File: src/rtl/alu_issue_pkg.sv
// Package fluxcore_pkg: encodings shared by the ALU issue controller and the ALU.
//
// Contents:
//   - N_DEFAULT        : default datapath width
//   - OP_* constants   : instruction opcodes seen on instr_op
//   - MODE_* constants : ALU mode encodings driven on alu_mode
//   - state_e          : issue controller state encoding
//   - op_to_mode()     : maps an opcode to the ALU mode that executes it
//
// Both the controller and the ALU import this package, so the opcode and
// mode encodings have a single definition and cannot drift apart.
package fluxcore_pkg;

  localparam int N_DEFAULT = 8;

  // Instruction opcodes
  localparam logic [3:0] OP_ADD = 4'd0;
  localparam logic [3:0] OP_SUB = 4'd1;
  localparam logic [3:0] OP_AND = 4'd2;
  localparam logic [3:0] OP_OR  = 4'd3;
  localparam logic [3:0] OP_XOR = 4'd4;
  localparam logic [3:0] OP_CMP = 4'd5;

  // ALU modes (identical to the arithmetic/logic opcodes)
  localparam logic [3:0] MODE_ADD = 4'd0;
  localparam logic [3:0] MODE_SUB = 4'd1;
  localparam logic [3:0] MODE_AND = 4'd2;
  localparam logic [3:0] MODE_OR  = 4'd3;
  localparam logic [3:0] MODE_XOR = 4'd4;

  typedef enum logic [1:0] {
    IDLE    = 2'd0,
    ISSUE   = 2'd1,
    CAPTURE = 2'd2
  } state_e;

  // CMP is a subtraction whose result is discarded; every other legal
  // opcode maps directly onto the mode with the same encoding.
  function automatic logic [3:0] op_to_mode(input logic [3:0] op);
    logic [3:0] mode;
    if (op == OP_CMP) begin
      mode = MODE_SUB;
    end else begin
      mode = op;
    end
    return mode;
  endfunction

endpackage

File: src/rtl/alu_regfile.sv
// alu_regfile: NREGS x N register file for the ALU issue controller.
//
// Ports:
//   clk, rst_n          : clock, asynchronous active-low reset (clears all entries)
//   we, waddr, wdata    : synchronous write port
//   raddr_a / rdata_a   : combinational read port A
//   raddr_b / rdata_b   : combinational read port B
//   dbg_addr / dbg_data : combinational debug read port
module alu_regfile
  import fluxcore_pkg::*;
#(
  parameter int N     = N_DEFAULT,
  parameter int NREGS = 4,
  parameter int RW    = $clog2(NREGS)
) (
  input  logic          clk,
  input  logic          rst_n,
  input  logic          we,
  input  logic [RW-1:0] waddr,
  input  logic [N-1:0]  wdata,
  input  logic [RW-1:0] raddr_a,
  output logic [N-1:0]  rdata_a,
  input  logic [RW-1:0] raddr_b,
  output logic [N-1:0]  rdata_b,
  input  logic [RW-1:0] dbg_addr,
  output logic [N-1:0]  dbg_data
);

  logic [N-1:0] mem_r [NREGS];

  // Register storage: cleared on reset, one write per cycle
  always_ff @(posedge clk or negedge rst_n) begin
    if (!rst_n) begin
      for (int i = 0; i < NREGS; i++) begin
        mem_r[i] <= {N{1'b0}};
      end
    end else if (we) begin
      mem_r[waddr] <= wdata;
    end
  end

  assign rdata_a  = mem_r[raddr_a];
  assign rdata_b  = mem_r[raddr_b];
  assign dbg_data = mem_r[dbg_addr];

endmodule

File: src/rtl/alu_issue.sv
// alu_issue: issue/writeback controller that drives an N-bit ALU.
//
// Accepts one decoded instruction per instr_valid/instr_ready handshake,
// reads operands from the internal register file, pulses the ALU for one
// cycle, captures result and flags one cycle later and writes back.
// Sequence per instruction: IDLE -> ISSUE -> CAPTURE -> IDLE.
//
// Ports:
//   clk, rst_n                  : clock, asynchronous active-low reset
//   instr_valid / instr_ready   : instruction handshake (ready only in IDLE)
//   instr_op/rd/ra/rb           : opcode and register addresses
//   instr_use_imm / instr_imm   : select and value of immediate B operand
//   alu_enable/mode/a/b         : ALU request (enable is a one-cycle pulse)
//   alu_out/zero/carry          : ALU response, valid in CAPTURE
//   wb_valid/wb_rd/wb_data      : one-cycle writeback report
//   flag_z / flag_c             : architectural zero/carry flags
//   err_illegal                 : one-cycle pulse when an opcode is dropped
//   dbg_addr / dbg_data         : combinational register file peek
//
// Build option: macro ALU_ISSUE_CMP_EN makes opcode 5 (CMP) legal. CMP
// runs the ALU in SUB mode, updates both flags and writes no register.
// Without the macro opcode 5 is rejected like any other illegal opcode.
module alu_issue
  import fluxcore_pkg::*;
#(
  parameter  int N     = N_DEFAULT,
  parameter  int NREGS = 4,
  localparam int RW    = $clog2(NREGS)
) (
  input  logic          clk,
  input  logic          rst_n,
  input  logic          instr_valid,
  output logic          instr_ready,
  input  logic [3:0]    instr_op,
  input  logic [RW-1:0] instr_rd,
  input  logic [RW-1:0] instr_ra,
  input  logic [RW-1:0] instr_rb,
  input  logic          instr_use_imm,
  input  logic [N-1:0]  instr_imm,
  output logic          alu_enable,
  output logic [3:0]    alu_mode,
  output logic [N-1:0]  alu_a,
  output logic [N-1:0]  alu_b,
  input  logic [N-1:0]  alu_out,
  input  logic          alu_zero,
  input  logic          alu_carry,
  output logic          wb_valid,
  output logic [RW-1:0] wb_rd,
  output logic [N-1:0]  wb_data,
  output logic          flag_z,
  output logic          flag_c,
  output logic          err_illegal,
  input  logic [RW-1:0] dbg_addr,
  output logic [N-1:0]  dbg_data
);

  localparam logic [1:0] S_IDLE    = IDLE;
  localparam logic [1:0] S_ISSUE   = ISSUE;
  localparam logic [1:0] S_CAPTURE = CAPTURE;

  logic [1:0]    state_r;
  logic [3:0]    op_r;
  logic [RW-1:0] rd_r;

  logic          rf_we_s;
  logic [N-1:0]  rf_rdata_a_s;
  logic [N-1:0]  rf_rdata_b_s;
  logic          accept_s;
  logic          legal_s;
  logic          writes_rd_s;
  logic          updates_c_s;

  function automatic logic op_legal(input logic [3:0] op);
    logic ok;
`ifdef ALU_ISSUE_CMP_EN
    ok = (op <= OP_CMP);
`else
    ok = (op <= OP_XOR);
`endif
    return ok;
  endfunction

  alu_regfile #(
    .N     (N),
    .NREGS (NREGS),
    .RW    (RW)
  ) u_regfile (
    .clk      (clk),
    .rst_n    (rst_n),
    .we       (rf_we_s),
    .waddr    (rd_r),
    .wdata    (alu_out),
    .raddr_a  (instr_ra),
    .rdata_a  (rf_rdata_a_s),
    .raddr_b  (instr_rb),
    .rdata_b  (rf_rdata_b_s),
    .dbg_addr (dbg_addr),
    .dbg_data (dbg_data)
  );

  assign instr_ready = (state_r == S_IDLE);
  assign accept_s    = instr_valid & instr_ready;
  assign legal_s     = op_legal(instr_op);

  // Decode of the in-flight op used during CAPTURE
  always_comb begin
    writes_rd_s = 1'b1;
    updates_c_s = 1'b0;
    case (op_r)
      OP_ADD, OP_SUB: begin
        updates_c_s = 1'b1;
      end
      OP_CMP: begin
        writes_rd_s = 1'b0;
        updates_c_s = 1'b1;
      end
      default: begin
        // Logic ops: the ALU carry output is stale, keep flag_c.
        updates_c_s = 1'b0;
      end
    endcase
  end

  assign rf_we_s = (state_r == S_CAPTURE) && writes_rd_s;

  // Issue FSM, registered ALU request, writeback report and flags.
  // The ALU request is loaded on the accepting edge from the operands
  // visible in IDLE, so it is presented throughout ISSUE; any write from
  // the previous instruction has already landed by then.
  always_ff @(posedge clk or negedge rst_n) begin
    if (!rst_n) begin
      state_r     <= S_IDLE;
      op_r        <= 4'd0;
      rd_r        <= {RW{1'b0}};
      alu_enable  <= 1'b0;
      alu_mode    <= 4'd0;
      alu_a       <= {N{1'b0}};
      alu_b       <= {N{1'b0}};
      wb_valid    <= 1'b0;
      wb_rd       <= {RW{1'b0}};
      wb_data     <= {N{1'b0}};
      flag_z      <= 1'b0;
      flag_c      <= 1'b0;
      err_illegal <= 1'b0;
    end else begin
      alu_enable  <= 1'b0;
      wb_valid    <= 1'b0;
      err_illegal <= 1'b0;
      case (state_r)
        S_IDLE: begin
          if (accept_s) begin
            if (legal_s) begin
              op_r       <= instr_op;
              rd_r       <= instr_rd;
              alu_enable <= 1'b1;
              alu_mode   <= op_to_mode(instr_op);
              alu_a      <= rf_rdata_a_s;
              alu_b      <= instr_use_imm ? instr_imm : rf_rdata_b_s;
              state_r    <= S_ISSUE;
            end else begin
              err_illegal <= 1'b1;
            end
          end
        end
        S_ISSUE: begin
          state_r <= S_CAPTURE;
        end
        S_CAPTURE: begin
          flag_z <= alu_zero;
          if (updates_c_s) begin
            flag_c <= alu_carry;
          end
          if (writes_rd_s) begin
            wb_valid <= 1'b1;
            wb_rd    <= rd_r;
            wb_data  <= alu_out;
          end
          state_r <= S_IDLE;
        end
        default: begin
          state_r <= S_IDLE;
        end
      endcase
    end
  end

endmodule

File: config.mk
export PLATFORM = sky130hd
export DESIGN_NAME = alu_issue
export DESIGN_NICKNAME = d
export VERILOG_FILES = /design/src/rtl/alu_issue_pkg.sv /design/src/rtl/alu_regfile.sv /design/src/rtl/alu_issue.sv
export SDC_FILE = /design/constraint.sdc
export NUM_CORES = 1
export LEC_CHECK = 0
export ABC_AREA = 1
export BUFFER_PORTS_ARGS = -buffer_cell sky130_fd_sc_hd__buf_2
export CAP_MARGIN = 20
export CORE_ASPECT_RATIO = 1.75
export CORE_MARGIN = 2
export CORE_UTILIZATION = 50
export DETAILED_ROUTE_END_ITERATION = 8
export GPL_ROUTABILITY_DRIVEN = 0
export PLACE_DENSITY = 0.76
export SYNTH_ARGS = -nofsm -noshare
export SYNTH_HDL_FRONTEND = slang
export SYNTH_HIERARCHICAL = 1
export SYNTH_SLANG_ARGS = --single-unit
export TNS_END_PERCENT = 30
File: constraint.sdc
create_clock -name clk -period 1.5 [get_ports clk]
set_input_delay 0.075 -clock clk [delete_from_list [all_inputs] [get_ports clk]]
set_output_delay 0.075 -clock clk [all_outputs]
set_load 0.1 [all_outputs]
==> impl_metrics.yaml <==
worst_setup_path:
  r2r_start: "state_r[0]$_DFFE_PN0P_"
  slowest_stage: "buf_2"
  start_kind: "flip-flop"
  ff2ff_setup_slack_ps: 120
  r2r.worst_path.cells: 7
  arrival_ps: 1390
  worstSetupEndpointType: "primary output"
  worstPathRequired_ps: 1420
  max_stage_delay_ps: 450
  path_class: "reg -> out"
  crit_path_cell_trace: "nor2_2 > buf_2"
  worst-path-max-fanout: 4
  r2r-end: "u_regfile/mem_r[15]$_DFFE_PN0P_"
power:
  power_w: 0.0104
  power_density_nw_per_um2: 2080
  vdd_drop_max_v: 0.00167
  total_leakage_power_nw: 2.90
yosys:
  synth.avg_cell_area_sq_um: 7.24
  synth-xor-area-share_pct: 0
  synth-seq-cells: 75
  postSynthCellCount: 573
  seq_area_frac_synth_pct: 45.2
  syn_nets: 607
  synth_compound_area_share_pct: 3.02
  synth_simple_gate_area_share_pct: 40.6
  ys_types: 19
  synthMuxAreaShare_pct: 0
  syn_area_sq_um: 4150
  synth_fa_ha_area_share_pct: 0
  synth_top_family_by_area: "simple AND/OR/NAND/NOR gates"
  ys_warn_count: 6
sta:
  final-setup-viol-count: 0
  tightestPinTransition_ps: 517
  fin_crit_ps: 1460
  finalHoldViolCount: 0
  grt_setup_unrepaired: "no"
  period_share_pct: 97.3
  clock.fmax_ghz: 0.685
  relSlewSlack_pct: 65.5
  clock_skew_ps: 9.29
  drv_slew: 0
  hold_ws_ps: 7.93
min_path:
  hold_start: "instr_rd[0]"
  worstHoldPathCells: 3
  hold-path-endpoint: "rd_r[0]$_DFFE_PN0P_"
  hold_path.class: "in -> reg"
final_layout:
  num-fill-cells: 754
  multi_input_area_sq_um: 1820
  seqCellArea_sq_um: 1880
  finalNetCount: 683
  drive_gt1_share_pct: 20.2
  diodes: 0
  final_area_sq_um: 5010
  postLayoutCoreUtil_pct: 61.1
  final_cells: 745
  area_delta_synth_final_pct: 20.9
clocking:
  cts-htree-levels: 3
  cts_buffers: 9
  clk_latency_ps: 340
  cts-root-buf: "clkbuf_16"
  clk_pin_slew_ps: 60
  clockBufferDepth: 2
  cts_sinks: 75
  cts_tree: "done"
detailed_routing:
  wirelength_microns: 11300
  dr.pass1.iters: 7
  drc: 0
  vias: 4044
  avgViaCountPerCell: 5.43
  wl_per_cell_microns: 15.2
  dr.first_iter.drc_count: 335
  antenna_left: 0
die:
  start_util_pct: 50.6
  die_area_sq_um: 9070
  ios: 78
  core_sq_um: 8200
  rows: 44
  die_w_microns: 72.9
  die_h_microns: 124
global_routing:
  grt_overflow: 0
  first_global_vias: 3966
  grt_max_degree: 76
  antenna_found_initial: 0
  grt_pass1_wl_microns: 18600
  grt_usage_pct: 26.4
place:
  dp_hpwl_microns: 8470
  dp.cells: 725
  dpl_cell_area_sq_um: 4670
  numPortBuffers: 77
run:
  max-cap-violations: 0
run_status:
  status: "finished, final reports clean"
what timing repair did:
action,CTS,global route
hold endpoints to repair,79,0
endpoints found under the setup margin,0,19
setup buffers,0,0
hold buffers,5,0
gates resized for setup,0,2
cell type report:
| type | instances | share of cell area [%] |
|---|---|---|
| clock buffers | 12 | 5.31 |
| clock inverters | 3 | 0.449 |
| inverters | 68 | 5.09 |
| multi-input cells | 402 | 36.2 |
| flip-flops and latches | 75 | 37.4 |
| well taps | 92 | 2.30 |
| repair buffers | 93 | 13.2 |
sequential cells by signal (all words and copies together) (netlist names), 2 cells and up:
register / cells
wb_rd: 2
alu_a: 8
state_r: 2
alu_mode: 4
alu_b: 8
op_r: 4
rd_r: 2
u_regfile/mem_r: 32
wb_data: 8
critical path: cells and delay by family, from the launching register on:
| family | cells | cell delay (ps) |
|---|---|---|
| and+or+nand+nor | 1 | 170 |
| DFF | 1 | 420 |
| buffers and inverters | 1 | 450 |
cells by family (layout without fill, tap and decap cells):
family | count (synthesis) | count (layout)
flip-flops | 75 | 75
AND/OR/NAND/NOR | 383 | 383
AO/OA/AOI/OAI | 19 | 19
buffers and inverters | 96 | 176
per-layer routing:
layer / wire length [microns] / GRT usage, % / up-vias
li1: - / - / 1939
met1: 4250 / 28.9 / 1889
met2: 6050 / 46.1 / 171
met3: 525 / 4.61 / 45
met4: 497 / 15.4 / 0
met5: 0 / 0 / -
cells in the mapped netlist:
cell       n  share of area, %
o21ai_1    1              0.12
nor2_4     1              0.27
buf_4     11               2.0
buf_2     11               1.3
nand2_2    3              0.45
nor2_2     1              0.15
buf_6      6               1.6
inv_2      7              0.63
o21ai_2    8               1.7
o21ai_0   10               1.2
nand4_1   16               2.4
nand3_4    4               1.7
dfrtp_1   75                45
inv_1     61               5.5
nand2_4    1              0.27
nor2_8     1              0.48
nor2_1     8              0.72
nand3_1   89                11
nand2_1  259                23
power breakdown:
part / switching [W] / internal [W] / total [W]
Clock: 0.000801 / 0.00125 / 0.00205
Combinational: 0.00400 / 0.00118 / 0.00517
Sequential: 0.000484 / 0.00271 / 0.00319
Total: 0.00528 / 0.00513 / 0.0104
layout by cell type, fill, tap and decap left out, types with 5 or more instances in the layout:
cell type        n
o21ai_2          8
o21ai_0         10
nand4_1         16
nand2_1        259
clkbuf_16        9
buf_4            9
buf_12          10
dlygate4sd3_1    5
inv_2            8
nand3_1         89
buf_2           69
nor2_1           6
inv_1           60
dfrtp_1         75
through the flow:
| step | TNS, ps | setup WS [ps] |
|---|---|---|
| 2_1_floorplan | -58.1 | -29.1 |
| 3_3_place_gp | 0 | 157 |
| 3_5_place_dp | 0 | 108 |
| 4_1_cts | 0 | 39.3 |
| 5_1_grt | 0 | 9.14 |
| 6_report | 0 | 39.9 |
worst max path at each step:
stage                                       from  slack [ps]                               to  depth (start not counted)
after floorplan           state_r[0]$_DFFE_PN0P_         -30            err_illegal$_DFF_PN0_                          3
after global placement    state_r[0]$_DFFE_PN0P_         160  u_regfile/mem_r[23]$_DFFE_PN0P_                          7
after detailed placement  state_r[0]$_DFFE_PN0P_         110  u_regfile/mem_r[15]$_DFFE_PN0P_                          7
after CTS                 state_r[0]$_DFFE_PN0P_          40                      instr_ready                          2
after global routing      state_r[1]$_DFFE_PN0P_           9          alu_mode[3]$_DFFE_PN0P_                          6
final                     state_r[0]$_DFFE_PN0P_          40                      instr_ready                          2
(Power assumes the default switching activity.)
